### src/rtl/sobel_grad_if.sv
// rtl/sobel_grad_if.sv - handshake bundle between a Sobel gradient unit and its neighbours
// Purpose: groups the window-in / result-out handshake of sobel_grad.
// Signals:
//   valid_in  - window present on data_in (producer -> unit)
//   busy_out  - unit cannot take a window this cycle (unit -> producer)
//   data_in   - 3x3 window, pixel p[k] at data_in[(9-k)*W-1 -: W]
//   mode_in   - 0 = GX, 1 = GY, 2/3 = MAG
//   valid_out - result present on data_out/sat_out (unit -> consumer)
//   ready_in  - consumer takes the result (consumer -> unit)
//   data_out  - result pixel
//   sat_out   - MAG result was clipped
// Modports: slave = the gradient unit, master = the surrounding logic.
interface sobel_grad_if #(
  parameter int P_DATA_BITS = 8
);
  logic                       valid_in;
  logic                       busy_out;
  logic [9*P_DATA_BITS-1:0]   data_in;
  logic [1:0]                 mode_in;
  logic                       valid_out;
  logic                       ready_in;
  logic [P_DATA_BITS-1:0]     data_out;
  logic                       sat_out;

  modport slave (
    input  valid_in, data_in, mode_in, ready_in,
    output busy_out, valid_out, data_out, sat_out
  );

  modport master (
    output valid_in, data_in, mode_in, ready_in,
    input  busy_out, valid_out, data_out, sat_out
  );
endinterface

### src/rtl/sobel_grad.sv
// rtl/sobel_grad.sv - 3x3 Sobel gradient unit with fixed latency and held result
// Purpose: accepts one 3x3 window, computes GX, GY or clipped |GX|+|GY|
//          magnitude, presents it after P_LATENCY edges and holds it until taken.
// Ports:
//   i_clk   - sole clock, rising edge
//   i_rst_n - asynchronous active-low reset
//   bus     - sobel_grad_if.slave handshake (window in, result out)
// Parameters:
//   P_DATA_BITS - pixel width W (>= 2)
//   P_LATENCY   - edges from accept to valid_out (2..255)
//   P_MAG_SHIFT - right shift applied to the magnitude (0..4)
module sobel_grad #(
  parameter int P_DATA_BITS = 8,
  parameter int P_LATENCY   = 3,
  parameter int P_MAG_SHIFT = 2
) (
  input  logic        i_clk,
  input  logic        i_rst_n,
  sobel_grad_if.slave bus
);
  // W+4 bits holds any signed gradient (|g| <= 4*(2^W-1)) and the
  // unsigned magnitude sum (<= 8*(2^W-1)).
  localparam int              GW         = P_DATA_BITS + 4;
  localparam logic [7:0]      C_CNT_LOAD = 8'(P_LATENCY - 1);
  // 4*(2^W-1): recentres a signed gradient onto 0..8*(2^W-1)
  localparam logic [GW-1:0]   C_BIAS     = {2'b00, {P_DATA_BITS{1'b1}}, 2'b00};

  typedef enum logic [1:0] {S_IDLE, S_CALC, S_HOLD} state_t;

  state_t                   state_q, state_d;
  logic [7:0]               cnt_q, cnt_d;
  logic [9*P_DATA_BITS-1:0] win_q, win_d;
  logic [1:0]               mode_q, mode_d;
  logic                     valid_q, valid_d;
  logic                     busy_q, busy_d;
  logic [P_DATA_BITS-1:0]   dout_q, dout_d;
  logic                     sat_q, sat_d;

  logic [P_DATA_BITS-1:0]   pix [9];
  logic [GW-1:0]            gx, gy, ax, ay, mag_sum, mag_shr, lin_sum;
  logic [P_DATA_BITS-1:0]   res_data;
  logic                     res_sat;
  logic                     unused_bits;

  for (genvar k = 0; k < 9; k++) begin : g_pix
    assign pix[k] = win_q[(9-k)*P_DATA_BITS-1 -: P_DATA_BITS];
  end

  // Arithmetic is done modulo 2^GW; the MSB of gx/gy is the sign.
  always_comb begin
    gx = (GW'(pix[0]) + (GW'(pix[3]) << 1) + GW'(pix[6]))
       - (GW'(pix[2]) + (GW'(pix[5]) << 1) + GW'(pix[8]));
    gy = (GW'(pix[0]) + (GW'(pix[1]) << 1) + GW'(pix[2]))
       - (GW'(pix[6]) + (GW'(pix[7]) << 1) + GW'(pix[8]));
    ax = gx[GW-1] ? (-gx) : gx;
    ay = gy[GW-1] ? (-gy) : gy;
    mag_sum = ax + ay;
    mag_shr = mag_sum >> P_MAG_SHIFT;
    lin_sum = (mode_q[0] ? gy : gx) + C_BIAS;
    if (mode_q[1]) begin
      res_sat  = |mag_shr[GW-1:P_DATA_BITS];
      res_data = res_sat ? {P_DATA_BITS{1'b1}} : mag_shr[P_DATA_BITS-1:0];
    end else begin
      res_sat  = 1'b0;
      res_data = lin_sum[P_DATA_BITS+2:3];
    end
  end

  // lin_sum never exceeds 8*(2^W-1), so its top bit and the bits
  // dropped by the >>3 carry no information.
  assign unused_bits = ^{lin_sum[GW-1], lin_sum[2:0]};

  always_comb begin
    state_d = state_q;
    cnt_d   = cnt_q;
    win_d   = win_q;
    mode_d  = mode_q;
    valid_d = valid_q;
    busy_d  = busy_q;
    dout_d  = dout_q;
    sat_d   = sat_q;
    unique case (state_q)
      S_IDLE: begin
        if (bus.valid_in) begin
          state_d = S_CALC;
          cnt_d   = C_CNT_LOAD;
          win_d   = bus.data_in;
          mode_d  = bus.mode_in;
          busy_d  = 1'b1;
        end
      end
      S_CALC: begin
        if (cnt_q == 8'd0) begin
          state_d = S_HOLD;
          valid_d = 1'b1;
          dout_d  = res_data;
          sat_d   = res_sat;
        end else begin
          cnt_d = cnt_q - 8'd1;
        end
      end
      S_HOLD: begin
        if (bus.ready_in) begin
          state_d = S_IDLE;
          valid_d = 1'b0;
          busy_d  = 1'b0;
        end
      end
      default: state_d = S_IDLE;
    endcase
  end

  always_ff @(posedge i_clk or negedge i_rst_n) begin
    if (!i_rst_n) begin
      state_q <= S_IDLE;
      cnt_q   <= '0;
      win_q   <= '0;
      mode_q  <= '0;
      valid_q <= 1'b0;
      busy_q  <= 1'b0;
      dout_q  <= '0;
      sat_q   <= 1'b0;
    end else begin
      state_q <= state_d;
      cnt_q   <= cnt_d;
      win_q   <= win_d;
      mode_q  <= mode_d;
      valid_q <= valid_d;
      busy_q  <= busy_d;
      dout_q  <= dout_d;
      sat_q   <= sat_d;
    end
  end

  assign bus.busy_out  = busy_q;
  assign bus.valid_out = valid_q;
  assign bus.data_out  = dout_q;
  assign bus.sat_out   = sat_q;
endmodule
### src/flat_wrapper.sv
// flat-port wrapper written by rule: the top's interface ports become plain ports
module sobel_grad_flat 
#(
  parameter int P_DATA_BITS = 8,
  parameter int P_LATENCY   = 3,
  parameter int P_MAG_SHIFT = 2
)
  (i_clk, i_rst_n, bus_valid_in, bus_data_in, bus_mode_in, bus_ready_in, bus_busy_out, bus_valid_out, bus_data_out, bus_sat_out);
  sobel_grad_if #(.P_DATA_BITS(P_DATA_BITS)) bus_i ();
  input  logic i_clk;
  input  logic i_rst_n;
  input wire logic [$bits(bus_i.valid_in)-1:0] bus_valid_in;
  input wire logic [$bits(bus_i.data_in)-1:0] bus_data_in;
  input wire logic [$bits(bus_i.mode_in)-1:0] bus_mode_in;
  input wire logic [$bits(bus_i.ready_in)-1:0] bus_ready_in;
  output wire logic [$bits(bus_i.busy_out)-1:0] bus_busy_out;
  output wire logic [$bits(bus_i.valid_out)-1:0] bus_valid_out;
  output wire logic [$bits(bus_i.data_out)-1:0] bus_data_out;
  output wire logic [$bits(bus_i.sat_out)-1:0] bus_sat_out;
  assign bus_i.valid_in = bus_valid_in;
  assign bus_i.data_in = bus_data_in;
  assign bus_i.mode_in = bus_mode_in;
  assign bus_i.ready_in = bus_ready_in;
  assign bus_busy_out = bus_i.busy_out;
  assign bus_valid_out = bus_i.valid_out;
  assign bus_data_out = bus_i.data_out;
  assign bus_sat_out = bus_i.sat_out;
  sobel_grad #(.P_DATA_BITS(P_DATA_BITS), .P_LATENCY(P_LATENCY), .P_MAG_SHIFT(P_MAG_SHIFT)) u_core (.i_clk(i_clk), .i_rst_n(i_rst_n), .bus(bus_i));
endmodule
### config.mk
export PLATFORM = sky130hd
export DESIGN_NAME = sobel_grad_flat
export DESIGN_NICKNAME = d
export VERILOG_FILES = /design/src/rtl/sobel_grad_if.sv /design/src/rtl/sobel_grad.sv /design/src/flat_wrapper.sv
export SDC_FILE = /design/constraint.sdc
export NUM_CORES = 1
export LEC_CHECK = 0
export CAP_MARGIN = 10
export CORE_MARGIN = 3
export CORE_UTILIZATION = 55
export CTS_BUF_LIST = sky130_fd_sc_hd__clkbuf_16
export DETAILED_ROUTE_END_ITERATION = 6
export PLACE_DENSITY_LB_ADDON = 0.12
export SLEW_MARGIN = 0
export SYNTH_ARGS = -nofsm -noshare
export SYNTH_HDL_FRONTEND = slang
export SYNTH_SLANG_ARGS = --single-unit
### constraint.sdc
create_clock -name i_clk -period 9.7 [get_ports i_clk]
set_input_delay 1.94 -clock i_clk [delete_from_list [all_inputs] [get_ports i_clk]]
set_output_delay 1.94 -clock i_clk [all_outputs]
set_load 0.005 [all_outputs]
Word-level counts from Yosys, hierarchy flattened --
Cells that the tools add are included.
Cells by class: $add $sub $neg 15, equality and inequality tests 6, muxes and demuxes 18, reduce and logical (&&, ||, !) cells 12
Operators by type and width (number):
- adder 12 x 8 -> 12 bit | 4
- adder 8 x 9 -> 10 bit | 4
- two-way mux 8 bit | 4
- two-way mux 12 bit | 2
- negation 12 bit | 2
- subtractor 12 bit | 2
- case mux 8 bit (2 select lines) | 1
- adder 12 bit | 1
- AND reduction 3 bit | 4
- adder 11 x 10 -> 11 bit (second input constant) | 1
- two-way mux 11 bit | 1
- zero test 8 bit | 1
- subtractor 8 x 1 -> 8 bit (second input constant) | 1
- two-way mux 2 bit | 3
- != test 2 bit (second input constant) | 3
- case mux 2 bit (3 select lines) | 1
- nonzero test 2 bit | 3
- two-way mux 1 bit | 4
- case mux 1 bit (2 select lines) | 2
- AND reduction 2 bit | 2
- == test 2 x 1 -> 1 bit (second input constant) | 1
- == test 2 bit (second input constant) | 1
- zero test 2 bit | 1
- != test 2 x 1 -> 1 bit (second input constant) | 1
- OR reduction 2 bit | 1
Storage, ports and cells: flip-flop bits (word level) 95, bits of input ports 78, output and inout port bits 11

Longest topological paths before layout --
Gate-level depths: netlist of the first run.
depth in word-level cells 9, depth in mapped cells 32, gate-level depth less buffers 31

Worst setup path after synthesis of the first run --
Ideal clock, no wire load.
path kind reg2reg, start register u_core.win_q[17] (netlist: u_core.pix[17]), end register u_core.dout_q[6] (netlist: u_core.bus.data_out[6]), library setup time 82 ps, arrival time 6724 ps, slack 2894 ps, cell stages (with the launch flop) 33, path through dfrtp_1 ha_1 fa_1 a21oi_1 nor2_1 nor2_1 o21bai_1 a21oi_1 xor2_1 fa_1 inv_1 fa_1 inv_1 ha_1 nand3_1 o22ai_1 a311oi_1 o21ai_0 a21o_1 a21o_1 clkbuf_1 nor2_1 xor2_1 ha_1 nand3_1 o211ai_1 o41ai_1 o21a_1 nand2b_1 a21oi_1 mux2_2 mux2_4 a31oi_1
On the way: cells in the longest elaborated chain, start to end 9, elaborated cells between the ends (all ways) 15
Ends and longest elaborated chain:
- start, declared | line sobel_grad.sv:32 | logic [9*P_DATA_BITS-1:0] win_q, win_d;
- start signal, assigned | line sobel_grad.sv:126 | win_q <= win_d;
- adder 8 x 9 -> 10 bit | line sobel_grad.sv:54 | - (GW'(pix[6]) + (GW'(pix[7]) << 1) + GW'(pix[8]));
- adder 12 x 8 -> 12 bit | line sobel_grad.sv:54
- subtractor 12 bit | line sobel_grad.sv:54
- negation 12 bit | line sobel_grad.sv:56 | ay = gy[GW-1] ? (-gy) : gy;
- two-way mux 12 bit | line sobel_grad.sv:56
- adder 12 bit | line sobel_grad.sv:57 | mag_sum = ax + ay;
- OR reduction 2 bit | line sobel_grad.sv:61 | res_sat = |mag_shr[GW-1:P_DATA_BITS];
- two-way mux 8 bit | line sobel_grad.sv:62 | res_data = res_sat ? {P_DATA_BITS{1'b1}} : mag_shr[P_DATA_BITS-1:0];
- two-way mux 8 bit (*) | line sobel_grad.sv:60 | if (mode_q[1]) begin
- end signal, assigned | line sobel_grad.sv:130 | dout_q <= dout_d;
- end, declared | line sobel_grad.sv:36 | logic [P_DATA_BITS-1:0] dout_q, dout_d;
Mark *: on every way between the ends. The rest lies on a longest branch, timed or not. A chain may end at the register's enable or synchronous reset.

Final worst setup path of the first run --
start register u_core.win_q[17] (netlist: u_core.pix[17]), end register u_core.dout_q[1] (netlist: u_core.bus.data_out[1])
The elaborated chain is that of the path after synthesis.

==> results of run 1 <==
[synth_stat cells (all sizes together) (3+ instances only)]
cell type	n	area, µm²
inv	100	375
dfrtp	87	2180
ha	73	913
mux2	52	589
xnor2	48	420
nand2	46	173
nor2	45	169
a21oi	44	224
o21ai	42	210
fa	36	721
xor2	32	280
clkbuf	17	63.8
a21o	13	97.6
nand3	13	65.1
o21bai	13	97.6
nor2b	12	75.1
a31oi	10	62.6
nor3	10	50.1
nand2b	8	50.1
o22ai	8	50.1
and2	7	43.8
and3	7	43.8
o21a	6	45.0
mux2i	5	50.1
a2111oi	4	41.3
nor3b	4	30.0
nor4b	4	50.1
or3	4	25.0
a211oi	3	27.5
buf	3	12.5
nand4	3	18.8
o211ai	3	22.5
[through the flow]
stage,instance area (µm²),hold slack [ps],util,cells
2_1_floorplan,7470,487,-,784
3_3_place_gp,8430,487,0.652,1019
3_5_place_dp,8430,506,0.652,1019
4_1_cts,8730,522,0.675,1035
5_1_grt,8730,532,0.675,1035
6_report,8730,518,0.675,1035
[layer usage]
| layer | GRT usage | vias to the layer above | wire, µm |
|---|---|---|---|
| met3 | 0.0401 | 26 | 564 |
| met5 | 0 | - | 0 |
| met2 | 0.405 | 113 | 8120 |
| met4 | 0.0693 | 0 | 244 |
| met1 | 0.310 | 2759 | 7480 |
| li1 | - | 2822 | - |
[final cells by class]
type,instances,area [µm²]
clock buffer,9,225
timing repair buffer,83,821
inverter,100,375
clock inverter,7,71.3
sequential,87,2180
multi-input combinational,577,4840
tap,172,215
fill,1062,4200
[sequential cells by signal, indices dropped and copies added (netlist names)]
| signal | cells |
|---|---|
| u_core.pix | 64 |
| u_core.bus.data_out | 8 |
| u_core.cnt_q | 8 |
| u_core.mode_q | 2 |
| u_core.state_q | 2 |
| u_core.bus.busy_out | 1 |
| u_core.bus.sat_out | 1 |
| u_core.bus.valid_out | 1 |
[logic make-up (layout without fill, tap and decap cells)]
kind of cell               after synthesis  count (layout)
DFF                                     87              87
muxes                                   57              57
buffers and inverters                  120             199
xor gates and xnor gates                80              80
adders and majority gates              109             109
AOI/OAI and AO/OA                      162             162
and+or+nand+nor                        169             169
[worst max-delay path, delay by kind of cell (launching register included)]
family / cells / cell delay [ps]
flip-flops: 1 / 420
buffers and inverters: 2 / 90
AO/OA/AOI/OAI: 13 / 3310
AND/OR/NAND/NOR: 6 / 730
multiplexers: 2 / 680
adder cells (fa/ha/maj): 6 / 2320
XOR/XNOR: 2 / 300
[how the worst max path moves through the flow]
stage	startpoint	end	slack [ps]	cells past startpoint
final	u_core.pix[17]	u_core.bus.data_out[1]	1770	31
after global routing	u_core.pix[17]	u_core.bus.data_out[1]	1290	31
after CTS	u_core.pix[17]	u_core.bus.data_out[1]	1830	31
after detailed placement	u_core.pix[17]	u_core.bus.data_out[1]	1860	31
after global placement	u_core.pix[49]	u_core.bus.data_out[6]	1980	30
after floorplan	u_core.pix[17]	u_core.bus.data_out[6]	2890	32
==> flow_summary.ini, run 1 <==
[layout]
area_delta_synth_final_pct = 16.9
nNetsFinal = 1045
final_common_cell = inv_1
drive_gt1_frac = 0.0927
layout_common_cells = 100 x inv_1, 87 x dfrtp_1, 79 x clkdlybuf4s50_1
num_antenna_cells = 0

[worst_setup_path]
worst_r2r_endpoint = u_core.bus.data_out[1]
critPathLaunchType = flip-flop
endpoint_kind = flip-flop
arrival_ps = 8200
r2r_start = u_core.pix[17]
cp_max_fo = 10
cpPeakStageDelay_ps = 690
cp_data_required_time_ps = 9970
rrSetupSlack_ps = 1770
crit_slowest_cell = o41ai_1
reg2reg_depth = 31
criticalPathCategory = reg -> reg

[grt]
grt_max_degree = 89
grt_overflow_total = 0
grt_pass1_vias = 6038
grt_pass1_wl_mm = 28.2
groute.usage.overall = 0.237
antenna_found_initial = 0

[timing]
grt_setup_unrepaired = false
report.final.slew_viol_count = 0
slew_headroom = 0.350
fmax_mhz = 126
fin_skew_ps = 14.1
timing.final.crit_share = 0.818
worst_pin_slew_ps = 976
period_minus_slack_ps = 7930
hold_viol_final = 0
setup_slack_ps = 1770
setup_viol = 0
setup_tns_ps = 0

[place]
port-buffer-count = 80
routabilityCongestion = 0.906
post-place-ws_ps = 1860
dp_hpwl_mm = 13.1

[clock_network]
cts_tree = done
cts_hold_buf = 0
clk_latency_ps = 360
clk_path_buf_depth = 2
cts_num_sinks = 87
cts.reportedPaths.clkPinSlew_ps = 70
cts_resized = 0
cts_root_buf = clkbuf_16
cts_made_buffers = 9
cts_setup_buffers = 0
h-tree-depth = 3

[synthesis]
synth_fa_ha_area_frac = 0.219
async_reset_ff_frac = 1.00
ys_types = 57
synth_edf_count = 0
synthXorXnorAreaFrac = 0.0938
synth_seq_cells = 87
syn_area_per_cell_um2 = 9.52
synth_nets = 971
yosysSeqAreaShare = 0.292
syn_area_mm2 = 0.00747
synth_top_family_by_area = adder cells
synth_compound_area_frac = 0.137
synth_flop_cell = dfrtp_1
synth.area.mux_share = 0.0856
ys_warn_count = 0
synth_cells = 784
synth-simple-area-share = 0.112

[hold_path]
hold_end = u_core.pix[43]
hold_start = u_core.pix[43]
hold_path_depth = 1
hold_class = reg -> reg

[die]
die-area_mm2 = 0.0150
core_mm2 = 0.0129
rows = 41
die_x_um = 123
die_y_um = 123
ios = 89
start_util = 0.578

[drt]
drc = 0
wl_per_cell_um = 15.9
wl_mm = 16.4
antenna_violating_nets_post_route = 0
vias_per_cell = 5.53
dr.pass1.iters = 7
num_vias = 5720
drt_iter0_drc = 376

[run]
drv_cap = 0

[status]
status = completed
Power of run 1 is left out: the tool's default activity adds up to more than one toggle a clock period on the data nets, which glitch-free logic cannot reach.
==> run 2, diff against run 1 <==
==> constraint.sdc (replaced) <==
create_clock -name i_clk -period 8.09 [get_ports i_clk]
set_input_delay 1.618 -clock i_clk [delete_from_list [all_inputs] [get_ports i_clk]]
set_output_delay 1.618 -clock i_clk [all_outputs]
set_load 0.005 [all_outputs]
==> flow_summary.ini, run 2 (synthesis results as in run 1) <==
[grt]
grt_max_degree = 89
grt_overflow_total = 0
antenna_found_initial = 0
grt_pass1_vias = 6261
groute.usage.overall = 0.243
grt_pass1_wl_mm = 29.0

[timing]
period_minus_slack_ps = 7650
timing.final.crit_share = 0.945
fmax_mhz = 131
grt_setup_unrepaired = false
setup_viol = 0
worst_pin_slew_ps = 964
hold_viol_final = 0
report.final.slew_viol_count = 0
slew_headroom = 0.357
fin_skew_ps = 7.46
setup_tns_ps = 0

[layout]
fin_util = 0.677
multi_input_area_mm2 = 0.00485
largest_reg_flops = 64
nNetsFinal = 1046
ff_latch_area_mm2 = 0.00218
area_delta_synth_final_pct = 17.1
fill_cells = 1093
drive_gt1_frac = 0.0938
post-route-cell-area_mm2 = 0.00875
layout_common_cells = 101 x inv_1, 87 x dfrtp_1, 79 x clkdlybuf4s50_1
num_antenna_cells = 0
final_common_cell = inv_1

[place]
dp_hpwl_mm = 13.6
port-buffer-count = 80
routabilityCongestion = 0.891
dpl_cell_area_mm2 = 0.00844

[worst_setup_path]
startpoint = u_core.pix[49]
crit_path_end = u_core.bus.data_out[3]
rrSetupSlack_ps = 440
cp_data_required_time_ps = 8350
reg2reg_depth = 31
cp_max_fo = 8
r2r_start = u_core.pix[49]
worst_r2r_endpoint = u_core.bus.data_out[3]
crit_slowest_cell = a2111oi_1
arrival_ps = 7910
cpPeakStageDelay_ps = 560
critPathLaunchType = flip-flop
endpoint_kind = flip-flop
criticalPathCategory = reg -> reg

[die]
core_mm2 = 0.0129
die_y_um = 123
ios = 89
die-area_mm2 = 0.0150
start_util = 0.578
rows = 41
die_x_um = 123

[clock_network]
cts_root_buf = clkbuf_16
cts_made_buffers = 9
cts.reportedPaths.clkPinSlew_ps = 70
cts_tree = done
cts_setup_buffers = 0
cts_num_sinks = 87
clk_latency_ps = 340
h-tree-depth = 3
clk_path_buf_depth = 2

[drt]
dr.pass1.iters = 4
drc = 0
vias_per_cell = 5.53
antenna_violating_nets_post_route = 0
wl_mm = 16.8
wl_per_cell_um = 16.2
num_vias = 5727
drt_iter0_drc = 254

[run]
drv_cap = 0

[status]
status = completed

[hold_path]
hold_class = reg -> reg
run 2: cell count changes in the layout (fill, tap and decap cells not counted), sizes merged:
cell	delta
buf	+1
inv	+1
clkinvlp	-1
run 2: through the flow:
stage	setup slack (ps)	std cells	hold WS, ps
after floorplan	1280	784	487
after global placement	671	1020	487
after detailed placement	451	1020	504
after CTS	378	1036	519
after global routing	17.6	1036	527
final	444	1036	514
run 2: critical path: cells and delay by family (launching register included):
family,cells,cell delay [ps]
AOI/OAI and AO/OA,11,2460
adders and majority gates,6,2420
and+or+nand+nor,7,990
muxes,2,690
DFF,1,430
xor gates and xnor gates,2,290
buffers and inverters,3,290
run 2: timing repair:
item,4_1_cts,5_1_grt
resized for setup,0,2
hold buffers,0,0
setup endpoints to repair,0,8
run 2: layout make-up:
cell class                      instances  share of cell area
Multi-Input combinational cell        577               0.555
Sequential cell                        87               0.249
Timing Repair Buffer                   84              0.0947
Inverter                              100              0.0429
Clock buffer                            9              0.0258
Tap cell                              172              0.0246
Clock inverter                          7             0.00844
run 2: worst min-delay path by stage:
| stage | start | endpoint | cells past startpoint |
|---|---|---|---|
| CTS | u_core.pix[45] | u_core.pix[45] | 1 |
| finish | u_core.pix[28] | u_core.pix[28] | 1 |
| global placement | u_core.bus.busy_out | u_core.bus.busy_out | 2 |
| floorplan | u_core.pix[42] | u_core.pix[42] | 1 |
| detailed placement | u_core.pix[45] | u_core.pix[45] | 1 |
| global route | u_core.pix[45] | u_core.pix[45] | 1 |
run 2: routing by layer:
metal | track usage | vias up | part of all wire | wire length, µm
met1 | 0.303 | 2819 | 0.45 | 7560
met3 | 0.0392 | 17 | 0.028 | 479
met4 | 0.0665 | 0 | 0.014 | 235
met2 | 0.436 | 70 | 0.51 | 8540
met5 | 0 | - | 0 | 0
li1 | - | 2821 | - | -
Power of run 2 is left out for the same reason.
